**src/rtl/seg7_pkg.sv**
```systemverilog
// Shared constants for the 7-segment capture block: active-low {a..g} segment codes,
// default parameter values and the stability FSM state encoding.
package seg7_pkg;

  localparam int DEF_NUM_DIGITS    = 8;
  localparam int DEF_STABLE_CYCLES = 16;
  localparam int DEF_CNT_W         = 5;

  // Segment order {a,b,c,d,e,f,g}; a 0 bit means the segment is lit.
  localparam logic [6:0] SEG_0     = 7'b0000001;
  localparam logic [6:0] SEG_1     = 7'b1001111;
  localparam logic [6:0] SEG_2     = 7'b0010010;
  localparam logic [6:0] SEG_3     = 7'b0000110;
  localparam logic [6:0] SEG_4     = 7'b1001100;
  localparam logic [6:0] SEG_5     = 7'b0100100;
  localparam logic [6:0] SEG_6     = 7'b0100000;
  localparam logic [6:0] SEG_7     = 7'b0001111;
  localparam logic [6:0] SEG_8     = 7'b0000000;
  localparam logic [6:0] SEG_9     = 7'b0000100;
  localparam logic [6:0] SEG_A     = 7'b0001000;
  localparam logic [6:0] SEG_B     = 7'b1100000;
  localparam logic [6:0] SEG_C     = 7'b0110001;
  localparam logic [6:0] SEG_D     = 7'b1000010;
  localparam logic [6:0] SEG_E     = 7'b0110000;
  localparam logic [6:0] SEG_F     = 7'b0111000;
  localparam logic [6:0] SEG_BLANK = 7'b1111111;

  typedef enum logic [1:0] {
    ST_UNSTABLE = 2'd0,
    ST_SETTLING = 2'd1,
    ST_HELD     = 2'd2
  } cap_state_t;

endpackage

```
**src/rtl/seg7_to_hex.sv**
```systemverilog
// Inverse 7-segment decoder: maps an active-low {a..g} pattern back to its hex value,
// flagging whether it is a legal hex glyph or the all-dark blank pattern.
module seg7_to_hex
  import seg7_pkg::*;
(
  input  logic [6:0] i_seg,
  output logic [3:0] o_hex,
  output logic       o_legal,
  output logic       o_blank
);

  always_comb begin
    o_hex   = 4'h0;
    o_legal = 1'b1;
    o_blank = 1'b0;
    case (i_seg)
      SEG_0:     o_hex = 4'h0;
      SEG_1:     o_hex = 4'h1;
      SEG_2:     o_hex = 4'h2;
      SEG_3:     o_hex = 4'h3;
      SEG_4:     o_hex = 4'h4;
      SEG_5:     o_hex = 4'h5;
      SEG_6:     o_hex = 4'h6;
      SEG_7:     o_hex = 4'h7;
      SEG_8:     o_hex = 4'h8;
      SEG_9:     o_hex = 4'h9;
      SEG_A:     o_hex = 4'hA;
      SEG_B:     o_hex = 4'hB;
      SEG_C:     o_hex = 4'hC;
      SEG_D:     o_hex = 4'hD;
      SEG_E:     o_hex = 4'hE;
      SEG_F:     o_hex = 4'hF;
      SEG_BLANK: begin
        o_legal = 1'b0;
        o_blank = 1'b1;
      end
      default:   o_legal = 1'b0;
    endcase
  end

endmodule

```
**src/rtl/seg7_capture.sv**
```systemverilog
// Snoops a multiplexed active-low 7-segment bus and recovers the digit on each anode.
// Define SEG7_CAP_ERRCNT_EN to add the saturating err_count output.
module seg7_capture
  import seg7_pkg::*;
#(
  parameter int NUM_DIGITS    = DEF_NUM_DIGITS,
  parameter int STABLE_CYCLES = DEF_STABLE_CYCLES,
  parameter int CNT_W         = DEF_CNT_W
) (
  input  logic                    clk,
  input  logic                    reset_n,
  input  logic [NUM_DIGITS-1:0]   an,
  input  logic [6:0]              seg,
  output logic [4*NUM_DIGITS-1:0] hex_out,
  output logic [NUM_DIGITS-1:0]   digit_valid,
  output logic                    frame_done,
  output logic                    bad_pattern,
  output logic [2:0]              bad_digit
`ifdef SEG7_CAP_ERRCNT_EN
  ,
  output logic [7:0]              err_count
`endif
);

  localparam int SW = NUM_DIGITS + 7;

  logic [SW-1:0]           r_sync_p0;
  logic [SW-1:0]           r_sync_p1;
  logic [SW-1:0]           r_prev;
  cap_state_t              r_state;
  cap_state_t              w_state_nxt;
  logic [CNT_W-1:0]        r_cnt;
  logic [CNT_W-1:0]        w_cnt_nxt;
  logic                    w_capture;
  logic                    w_change;
  logic [NUM_DIGITS-1:0]   w_an_low;
  logic                    w_one_hot;
  logic [2:0]              w_idx;
  logic [6:0]              w_seg;
  logic [3:0]              w_hex;
  logic                    w_legal;
  logic                    w_blank;
  logic [NUM_DIGITS-1:0]   w_seen_nxt;
  logic [4*NUM_DIGITS-1:0] r_hex;
  logic [NUM_DIGITS-1:0]   r_valid;
  logic [NUM_DIGITS-1:0]   r_seen;
  logic                    r_frame_done;
  logic                    r_bad;
  logic [2:0]              r_bad_digit;
`ifdef SEG7_CAP_ERRCNT_EN
  logic [7:0]              r_err_cnt;
`endif

  // Stage p0/p1: two-flop synchronizer; idle value is all-dark with no anode enabled.
  always_ff @(posedge clk or negedge reset_n) begin
    if (!reset_n) begin
      r_sync_p0 <= '1;
      r_sync_p1 <= '1;
      r_prev    <= '1;
    end else begin
      r_sync_p0 <= {an, seg};
      r_sync_p1 <= r_sync_p0;
      r_prev    <= r_sync_p1;
    end
  end

  assign w_change = (r_sync_p1 != r_prev);
  assign w_an_low = ~r_sync_p1[SW-1:7];
  assign w_seg    = r_sync_p1[6:0];
  assign w_one_hot = (w_an_low != '0) &&
                     ((w_an_low & (w_an_low - NUM_DIGITS'(1))) == '0);

  always_comb begin
    w_idx = 3'd0;
    for (int i = 0; i < NUM_DIGITS; i++) begin
      if (w_an_low[i]) w_idx = 3'(i);
    end
  end

  seg7_to_hex u_dec (
    .i_seg   (w_seg),
    .o_hex   (w_hex),
    .o_legal (w_legal),
    .o_blank (w_blank)
  );

  always_ff @(posedge clk or negedge reset_n) begin
    if (!reset_n) begin
      r_state <= ST_UNSTABLE;
      r_cnt   <= '0;
    end else begin
      r_state <= w_state_nxt;
      r_cnt   <= w_cnt_nxt;
    end
  end

  // The counter only runs while settling; any disturbance restarts the window from zero.
  always_comb begin
    w_state_nxt = r_state;
    w_cnt_nxt   = '0;
    w_capture   = 1'b0;
    case (r_state)
      ST_UNSTABLE: begin
        if (!w_change) w_state_nxt = ST_SETTLING;
      end
      ST_SETTLING: begin
        if (w_change) begin
          w_state_nxt = ST_UNSTABLE;
        end else if (r_cnt == CNT_W'(STABLE_CYCLES - 1)) begin
          w_state_nxt = ST_HELD;
          w_capture   = 1'b1;
        end else begin
          w_cnt_nxt = r_cnt + CNT_W'(1);
        end
      end
      ST_HELD: begin
        if (w_change) w_state_nxt = ST_UNSTABLE;
      end
      default: w_state_nxt = ST_UNSTABLE;
    endcase
  end

  assign w_seen_nxt = r_seen | w_an_low;

  always_ff @(posedge clk or negedge reset_n) begin
    if (!reset_n) begin
      r_hex        <= '0;
      r_valid      <= '0;
      r_seen       <= '0;
      r_frame_done <= 1'b0;
      r_bad        <= 1'b0;
      r_bad_digit  <= 3'd0;
`ifdef SEG7_CAP_ERRCNT_EN
      r_err_cnt    <= 8'd0;
`endif
    end else begin
      r_frame_done <= 1'b0;
      r_bad        <= 1'b0;
      if (w_capture && w_one_hot) begin
        if (w_legal) begin
          for (int i = 0; i < NUM_DIGITS; i++) begin
            if (w_an_low[i]) r_hex[4*i +: 4] <= w_hex;
          end
          r_valid <= r_valid | w_an_low;
          // The completing capture starts a fresh frame rather than counting toward the next one.
          if (w_seen_nxt == '1) begin
            r_frame_done <= 1'b1;
            r_seen       <= '0;
          end else begin
            r_seen <= w_seen_nxt;
          end
        end else if (w_blank) begin
          r_valid <= r_valid & ~w_an_low;
        end else begin
          r_valid     <= r_valid & ~w_an_low;
          r_bad       <= 1'b1;
          r_bad_digit <= w_idx;
`ifdef SEG7_CAP_ERRCNT_EN
          if (r_err_cnt != 8'hFF) r_err_cnt <= r_err_cnt + 8'd1;
`endif
        end
      end
    end
  end

  assign hex_out     = r_hex;
  assign digit_valid = r_valid;
  assign frame_done  = r_frame_done;
  assign bad_pattern = r_bad;
  assign bad_digit   = r_bad_digit;
`ifdef SEG7_CAP_ERRCNT_EN
  assign err_count   = r_err_cnt;
`endif

endmodule

```
**config.mk**
```make
export PLATFORM = sky130hd
export DESIGN_NAME = seg7_capture
export DESIGN_NICKNAME = d
export VERILOG_FILES = /design/src/rtl/seg7_pkg.sv /design/src/rtl/seg7_to_hex.sv /design/src/rtl/seg7_capture.sv
export SDC_FILE = /design/constraint.sdc
export NUM_CORES = 1
export LEC_CHECK = 0
export BUFFER_PORTS_ARGS = -buffer_cell sky130_fd_sc_hd__buf_4
export CAP_MARGIN = 20
export CORE_UTILIZATION = 46
export DETAILED_ROUTE_END_ITERATION = 6
export GPL_TIMING_DRIVEN = 0
export HOLD_SLACK_MARGIN = 0.1
export PLACE_DENSITY = 0.69
export SLEW_MARGIN = 30
export SYNTH_ARGS = -nofsm -noshare
export SYNTH_HDL_FRONTEND = slang
export SYNTH_SLANG_ARGS = --single-unit
```
**constraint.sdc**
```tcl
create_clock -name clk -period 2.6 [get_ports clk]
set_clock_uncertainty 0.1 [all_clocks]
set_input_delay 0.52 -clock clk [delete_from_list [all_inputs] [get_ports clk]]
set_output_delay 0.52 -clock clk [all_outputs]
set_load 0.05 [all_outputs]
```
# --- Word level (Yosys, flattened, before mapping) ---
# Index checks and enable logic that the tools add are counted.
classes:
  n_mux: 29
  reduce_logical: 18
  multipliers: 0
  n_eq_ne: 24
  order_cmp: 0
  bitwise_logic: 8
  add_sub_neg: 2
  shifts: 0
  div: 0
op_table:
  columns: ["op", "n"]
  rows:
  - ["$pmux 4 s15", 1]
  - ["$eq 7x6->1 const B", 5]
  - ["$eq 7x7->1 const B", 5]
  - ["$reduce_and 3->1", 10]
  - ["$mux 3", 6]
  - ["$and 8x8->8", 2]
  - ["$mux 8", 2]
  - ["$not 8->8", 2]
  - ["$or 8x8->8", 2]
  - ["$reduce_or 16->1", 1]
  - ["$mux 5", 3]
  - ["$ne 15x15->1", 1]
  - ["$eq 7x3->1 const B", 2]
  - ["$eq 7x4->1 const B", 2]
  - ["$mux 1", 12]
  - ["$eq 8x8->1 const B", 1]
  - ["$logic_not 8->1", 1]
  - ["$mux 2", 4]
  - ["$reduce_bool 8->1", 1]
  - ["$sub 8x1->8 const B", 1]
  - ["$eq 7x1->1 const B", 1]
  - ["$eq 7x5->1 const B", 1]
  - ["$logic_not 7->1", 1]
  - ["$pmux 2 s3", 1]
  - ["other kinds (10)", 13]
totals:
  word_cells: 99
  memories: 0
  output_inout_bits: 45
  latch_bits: 0
  ff_bits: 105
  mem_bits_rw: 0
  rom_bits: 0
  in_bits: 17

# --- Logic depth before layout (Yosys ltp) ---
# Gate-level depths: netlist of run 1.
logic_depth:
  ltp_word: 8
  ltp_mapped: 9
  depth_no_buf: 7

# --- Cells and area by module ---
# A second synthesis of run 1 with hierarchy kept.
hier_totals:
  cells_unflattened: 322
  hier_area_um2: 4544.4
by_module_without_submodules:
  columns: ["module", "area_per_inst_um2", "instances", "seq_area_each_um2", "cells_per_inst"]
  rows:
  - ["seg7_capture", 4210.3, 1, 2683.8, 268]
  - ["seg7_to_hex", 334.1, 1, 0.0, 54]

# --- Worst setup path after synthesis of run 1 ---
# Ideal clock, no wire load.
synth_timing:
  path_kind: "reg2reg"
  from: "register r_sync_p1[5]"
  to: "register r_hex[4], in the netlist hex_out[4]"
  stages_incl_launch_ff: 9
  slack_ns: 0.151
  setup_time_ns: 0.125
  arrival_ns: 2.224
  period_less_slack_ns: 2.449
  n_path_buf: 2
  t_required_ns: 2.375
  path_cell_list: "dfstp_2 > clkbuf_1 > xor2_1 > nor4_2 > and4_4 > o211ai_4 > or3_1 > buf_6 > mux2_4"
synth_between:
  elab_chain_len: 5
  word_cells_on_any_way: 24
  classes_between: "eq/ne: 16; mux: 4; reduce/logical: 4"
synth_rtl:
  columns: ["element", "line_no", "rtl"]
  rows:
  - ["from (decl)", "seg7_capture.sv:28", "logic [SW-1:0] r_sync_p1;"]
  - ["from (signal assigned)", "seg7_capture.sv:62", "r_sync_p1 <= r_sync_p0;"]
  - ["$ne 15x15->1", "seg7_capture.sv:67", "assign w_change = (r_sync_p1 != r_prev);"]
  - ["$mux 1", "seg7_capture.sv:107", "if (w_change) begin"]
  - ["$mux 1", "seg7_capture.sv:102", "case (r_state)"]
  - ["$logic_and 1x1->1", "seg7_capture.sv:139", "if (w_capture && w_one_hot) begin"]
  - ["$reduce_and 3->1 (no source line)", null, null]
  - ["to (signal, indexed assignment)", "seg7_capture.sv:142", "if (w_an_low[i]) r_hex[4*i +: 4] <= w_hex;"]
  - ["to (decl)", "seg7_capture.sv:44", "logic [4*NUM_DIGITS-1:0] r_hex;"]
# Parallel ways exist; a longest one is shown, timed or not.
# A chain may end at the register's enable or synchronous reset.

# --- Worst setup path in the final report of run 1 ---
# Same ends and word-level chain as after synthesis.

==> results of run 1 <==
## where the power goes
part,leakage [nW],total (mW),switching [mW],internal [mW]
clock network,0.100,0.960,0.583,0.377
logic,1.20,0.216,0.128,0.0886
registers,1.31,1.72,0.0254,1.70
total,2.61,2.90,0.736,2.16
## cell usage in the layout, fill, tap and decap left out, types with 3 or more instances in the layout
| master | synthesis | routed |
|---|---|---|
| buf_6 | 9 | 16 |
| o21ai_0 | 14 | 14 |
| mux2_1 | 30 | 19 |
| xor2_1 | 18 | 16 |
| o211ai_1 | 5 | 5 |
| dfstp_2 | 45 | 45 |
| nor3_4 | 7 | 7 |
| o21a_1 | 8 | 8 |
| nor3_1 | 8 | 6 |
| inv_8 | 0 | 3 |
| xnor2_1 | 3 | 3 |
| nor4_2 | 2 | 3 |
| nand3_1 | 5 | 5 |
| nand2_1 | 14 | 14 |
| nor2_1 | 12 | 11 |
| o31ai_1 | 7 | 7 |
| mux2_4 | 4 | 15 |
| dfrtp_1 | 60 | 60 |
| inv_6 | 0 | 3 |
| clkbuf_8 | 0 | 10 |
| nand4_1 | 4 | 4 |
| or3_1 | 5 | 4 |
| inv_1 | 8 | 8 |
| nor2b_1 | 4 | 4 |
| a21oi_1 | 6 | 6 |
| buf_4 | 2 | 77 |
## state kept, by name, indices dropped and copies added, names as in the netlist, named ones only
| register | flops |
|---|---|
| bad_digit | 3 |
| r_seen | 8 |
| r_state | 2 |
| r_sync_p1 | 15 |
| frame_done | 1 |
| bad_pattern | 1 |
| r_cnt | 5 |
| r_sync_p0 | 15 |
| hex_out | 32 |
| r_prev | 15 |
## metrics by stage
step | hold WS, ps | setup WS [ps] | utilization [%] | power, mW | setup TNS [ps]
finish | 146.0 | 67.77 | 59.95 | 2.899 | 0
global route | 120.2 | -19.01 | 59.95 | 3.032 | -202.3
CTS | 132.9 | 0.09170 | 57.24 | 2.921 | 0
detailed placement | 246.8 | -176.9 | 54.22 | 1.939 | -5870
global placement | 246.7 | -154.4 | 54.18 | 1.936 | -4772
floorplan | 124.4 | 150.5 | - | 1.855 | 0
## path summary, 6_finish.rpt
kind                       cells past startpoint                         end          start  slack [ps]
max reg2reg                                    8                  hex_out[4]   r_sync_p1[5]          70
min                                            1  asynchronous set/reset pin        reset_n         150
min in group clk                               1                r_sync_p0[1]         seg[1]         150
max in group asynchronous                      1                    r_cnt[3]        reset_n        1760
max                                            8                  hex_out[4]   r_sync_p1[5]          70
min reg2reg                                    0               r_sync_p1[11]  r_sync_p0[11]         260
## worst max-delay path, stage by stage, from the launching register on
cell and delay (ps):
dfstp_2 570, buf_6 110, xor2_2 60, nor4_2 330, and4_4 310, o211ai_4 120
or3_1 380, buf_6 150, mux2_4 290
## cell families (layout without fill, tap and decap cells)
| family | Yosys count | count (layout) | synth area share (%) |
|---|---|---|---|
| buffers and inverters | 30 | 127 | 4.478 |
| DFF | 105 | 105 | 61.18 |
| and+or+nand+nor | 76 | 76 | 12.01 |
| xor gates and xnor gates | 21 | 21 | 4.193 |
| AOI/OAI and AO/OA | 54 | 54 | 8.529 |
| adders and majority gates | 1 | 1 | 0.2852 |
| muxes | 35 | 35 | 9.327 |
## per-layer routing
layer	global-route usage [%]	up-vias	part of all wire (%)
met2	26.39	79	47
met5	0	-	0
met3	5.411	10	5.4
met1	23.80	1390	46
li1	-	1312	-
met4	5.995	0	1.3
## Yosys cell counts, types with 8 or more instances
master    n
xor2_1   18
o21ai_0  14
nor2_1   12
dfrtp_1  60
nand2_1  14
dfstp_2  45
mux2_1   30
nor3_1    8
inv_1     8
buf_6     9
o21a_1    8
## cell type report
| cell class | count | area (sq um) |
|---|---|---|
| multi-input cells | 187 | 1605 |
| fillers | 741 | 3701 |
| flip-flops and latches | 105 | 2684 |
| clock inverters | 7 | 65.06 |
| repair buffers | 83 | 661.9 |
| inverters | 9 | 33.78 |
| well taps | 129 | 161.4 |
| clock buffers | 9 | 123.9 |
| plain buffers | 19 | 203.9 |
## what timing repair did
action | CTS | global route
pin swaps | 6 | 11
hold buffers | 0 | 0
cloned | 0 | 1
endpoints found under the setup margin | 43 | 49
buffers inserted | 6 | 15
gates resized for setup | 13 | 31
==> summary.txt, run 1 <==
STA
  – Fin crit period: roughly 2500 ps
  – Period utilisation layout: between 90% and 100%
  – F_max: ~400 MHz
  – RSZ-0062 raised after global routing: yes
  – Final setup fails: 0
  – Final Slew Violations: 0
  – Rel. slew slack: about 40%
  – Final hold vios: 0
  – Worst-margin pin slew: 900.2 ps

Global route
  – Largest net degree at the start of global routing: ~110
  – Total Routing Usage GR: between 10% and 20%
  – Number of global-route vias before repair: between 2000 and 3000
  – Total gr overflow: 0
  – First-pass GRT wire length: around 13 mm
  – Initial antenna violation count: 0

CTS
  – CTS tree: built
  – Worst-Skew Late Latency: 370 ps
  – H-tree depth: 3
  – CTS root buffer: clkbuf_8
  – Clk buf depth: 2
  – Reg clk slew, reported paths: roughly 100 ps
  – Cts bufs inserted: 9
  – Sink Count: ~110

Logic synthesis
  – Post-synth net total: 340
  – Post-synthesis register bit count: around 110
  – Cell variety after synth: between 50 and 60
  – Post-synth EDFFs: 0
  – Area leader, netlist: dfrtp_1
  – Post-synthesis sequential area ratio: roughly three fifths
  – Synth async-reset ratio: 100.0%
  – Ys Warns: 0
  – Syn Inst Count: between 300 and 400
  – Synth top area cells: dfrtp_1, dfstp_2, mux2_1
  – Post-synth top area share: between 30% and 40%
  – Top_reg_cell synth: dfrtp_1
  – Syn avg cell area: between 10 and 15 sq um
  – Mapped Area: between 4000 and 5000 sq um

Floorplanning
  – Core area: 9240 sq um
  – Die area: about 9900 sq um
  – Initial Utilization: 47.47%
  – Die H: 99.66 um
  – Rows: 35
  – Die X: between 90 and 100 um
  – Num ports: 62

Final layout
  – Fraction of layout cells with a size suffix above 1: about half
  – Post-route design area: 5539 sq um
  – Area delta synth->final: 26.27%
  – Post-layout instance count excluding filler cells: approximately 550
  – Post-layout net count: approximately 430
  – ANT cells: 0

Status
  – Status: finished clean

Setup path
  – Worst endpoint required time: 2760 ps
  – Worst Setup Path Type: flop to flop
  – CP Data Arrival Time: 2690 ps
  – CP Max Fanout: 5
  – CP Capture Type: flop
  – Critical path startpoint category: flop

Flow run
  – Max cap viols: 0

Placed design
  – Port Buffers: 61
  – Area of placed instances: about 5000 sq um
  – Final HPWL from detailed placement: 5.441 mm
  – Placed insts: 512
  – Placer Congestion: 0.8530

Detailed routing
  – DR pass1 iterations: 5
  – Via count: approximately 2800
  – Routed len/inst: 15.03 um
  – Detail Route Antenna Nets: 0
  – Routed WL: 8.236 mm
  – Initial DRC count: around 180
  – Post-route DRC: 0
  – Via density: approximately 5.1

Power
  – PwrDens: roughly 520 nW/um^2
  – VDD IR-drop max: ~0.3 mV
  – Leak: roughly 2.6 nW

Hold path
  – HP Class: primary input to asynchronous set/reset pin
No activity file was read; power rests on OpenSTA's default activity.
==> inputs of run 2 (changes only) <==
CORE_UTILIZATION = 50   (was 46)
PLACE_DENSITY = 0.74   (was 0.69)
==> summary.txt, run 2 (synthesized netlist as in run 1, its figures left out) <==
Setup path
  – Reg2reg start: r_sync_p1[1]
  – Worst Setup Path Type: flop to flop
  – Critical Path Start: r_sync_p1[1]
  – CP Capture Type: flop
  – Worst endpoint required time: 2770 ps
  – CP Data Arrival Time: about 2800 ps
  – CP Max Fanout: 10
  – Critical path startpoint category: flop

Power
  – Sequential power share: between 50% and 60%
  – Net Sw Frac: between 20% and 30%
  – Cell Int Power: about 2.3 mW
  – Clock share of power: between 30% and 40%
  – VDD IR-drop max: between 0.4 and 0.5 mV
  – Combinational power share: under 10%
  – Power Total: between 3 and 4 mW
  – Leak: about 2.6 nW
  – NetSw: a little under 0.8 mW
  – PwrDens: between 500 and 600 nW/um^2

CTS
  – H-tree depth: 3
  – Worst-Skew Late Latency: 380 ps
  – CTS root buffer: clkbuf_8
  – Sink Count: ~110
  – Clk buf depth: 2
  – Reg clk slew, reported paths: between 100 and 150 ps
  – CTS tree: built
  – Cts bufs inserted: 9

Detailed routing
  – Post-route DRC: 0
  – Routed WL: ~8.4 mm
  – DR pass1 iterations: 6
  – Detail Route Antenna Nets: 0
  – Initial DRC count: 143
  – Routed len/inst: ~16 um
  – Via count: around 2800
  – Via density: roughly 5.4

Floorplanning
  – Initial Utilization: 52.60%
  – Die area: around 9200 sq um
  – Rows: 33
  – Num ports: 62
  – Core area: between 8000 and 9000 sq um
  – Die H: between 90 and 100 um
  – Die X: 95.67 um

Final layout
  – ANT cells: 0
  – Area delta synth->final: 27.44%
  – Fraction of layout cells with a size suffix above 1: 51.31%
  – Most common cell after layout, fill and taps aside: buf_4
  – Most frequent cells in the layout: buf_4, dfrtp_1, dfstp_2
  – Post-layout net count: approximately 430
  – Fin util: ~67%
  – Largest register FFs: 32
  – Fillers: between 600 and 700

Global route
  – Total gr overflow: 0
  – First-pass GRT wire length: 13.21 mm
  – Total Routing Usage GR: 19.21%
  – Initial antenna violation count: 0
  – Number of global-route vias before repair: 2687
  – Largest net degree at the start of global routing: between 100 and 150

Placed design
  – Final HPWL from detailed placement: approximately 5.4 mm
  – Setup WS pre-CTS: -152.6 ps
  – Placer Congestion: 0.8739
  – Port Buffers: 61

STA
  – Period utilisation layout: 99.83%
  – Post-route setup slack: about 4.4 ps
  – Worst-margin pin slew: 892.1 ps
  – Final setup fails: 0
  – RSZ-0062 raised after global routing: yes
  – F_max: 385.3 MHz
  – Fin crit period: 2596 ps
  – Rel. slew slack: 40.26%
  – Final Slew Violations: 0
  – Final hold vios: 0

Status
  – Status: finished clean

Hold path
  – HP Class: primary input to asynchronous set/reset pin

Flow run
  – Max cap viols: 0
run 2: cell types whose count changed in the layout (fill, tap and decap cells not counted), sizes merged:
cell and delta:
inv -5, clkinv +4, buf +1, bufinv +1, clkbuf -1
run 2: repair_timing:
action	CTS	global route
gates cloned	0	1
setup buffers	6	14
endpoints found under the setup margin	43	51
gates resized for setup	10	44
pin swaps	7	12
hold buffers	0	0
run 2: stage by stage:
| stage | setup TNS [ps] | cells | hold slack [ps] | instance area [sq um] |
|---|---|---|---|---|
| 6_report | 0 | 524 | 120.4 | 5590 |
| 4_1_cts | -13.73 | 510 | 110.3 | 5304 |
| 2_1_floorplan | 0 | 322 | 124.4 | 4387 |
| 3_3_place_gp | -2781 | 488 | 246.4 | 4976 |
| 5_1_grt | -1300 | 524 | 102.8 | 5590 |
| 3_5_place_dp | -3922 | 488 | 246.8 | 4980 |
run 2: cell type report:
class | instances | area (sq um) | share of cell area [%]
buffer | 20 | 207.7 | 3.715
clock buffer | 9 | 123.9 | 2.216
clock inverter | 7 | 122.6 | 2.193
inverter | 9 | 33.78 | 0.6043
multi-input combinational | 187 | 1637 | 29.27
sequential | 105 | 2684 | 48.01
tap | 105 | 131.4 | 2.350
timing repair buffer | 82 | 650.6 | 11.64
run 2: routing by layer:
metal  vias up  share of wire (%)  GRT usage, %
li1       1312                  -             -
met1      1405                 45         25.98
met2        74                 48         29.76
met3        15                4.9         5.024
met4         0                1.6         7.214
met5         -                  0             0
run 2: worst max-delay path: stages (launching register included):
cell,delay [ps]
dfstp_2,570
buf_6,140
xor2_1,110
nor4_4,300
and4_4,280
o211ai_4,120
buf_12,170
nor3_4,360
mux2_4,330
run 2: worst paths after layout:
check / end / slack, ps / cells after the start
max: hex_out[21] / 4 / 8
min: hex_out[23] / 120 / 1
max reg2reg: hex_out[21] / 4 / 8
min reg2reg: r_sync_p1[4] / 250 / 0
max in group asynchronous: r_cnt[2] / 1740 / 1
min in group clk: r_sync_p0[12] / 130 / 1
run 2: power by group through the flow:
stage          Clock (mW)  Sequential [mW]  Combinational, mW
2_1_floorplan           0             1.74              0.115
3_3_place_gp            0             1.74              0.188
3_5_place_dp            0             1.74              0.192
4_1_cts              1.16             1.72              0.198
5_1_grt              1.22             1.72              0.238
6_report             1.13             1.72              0.216
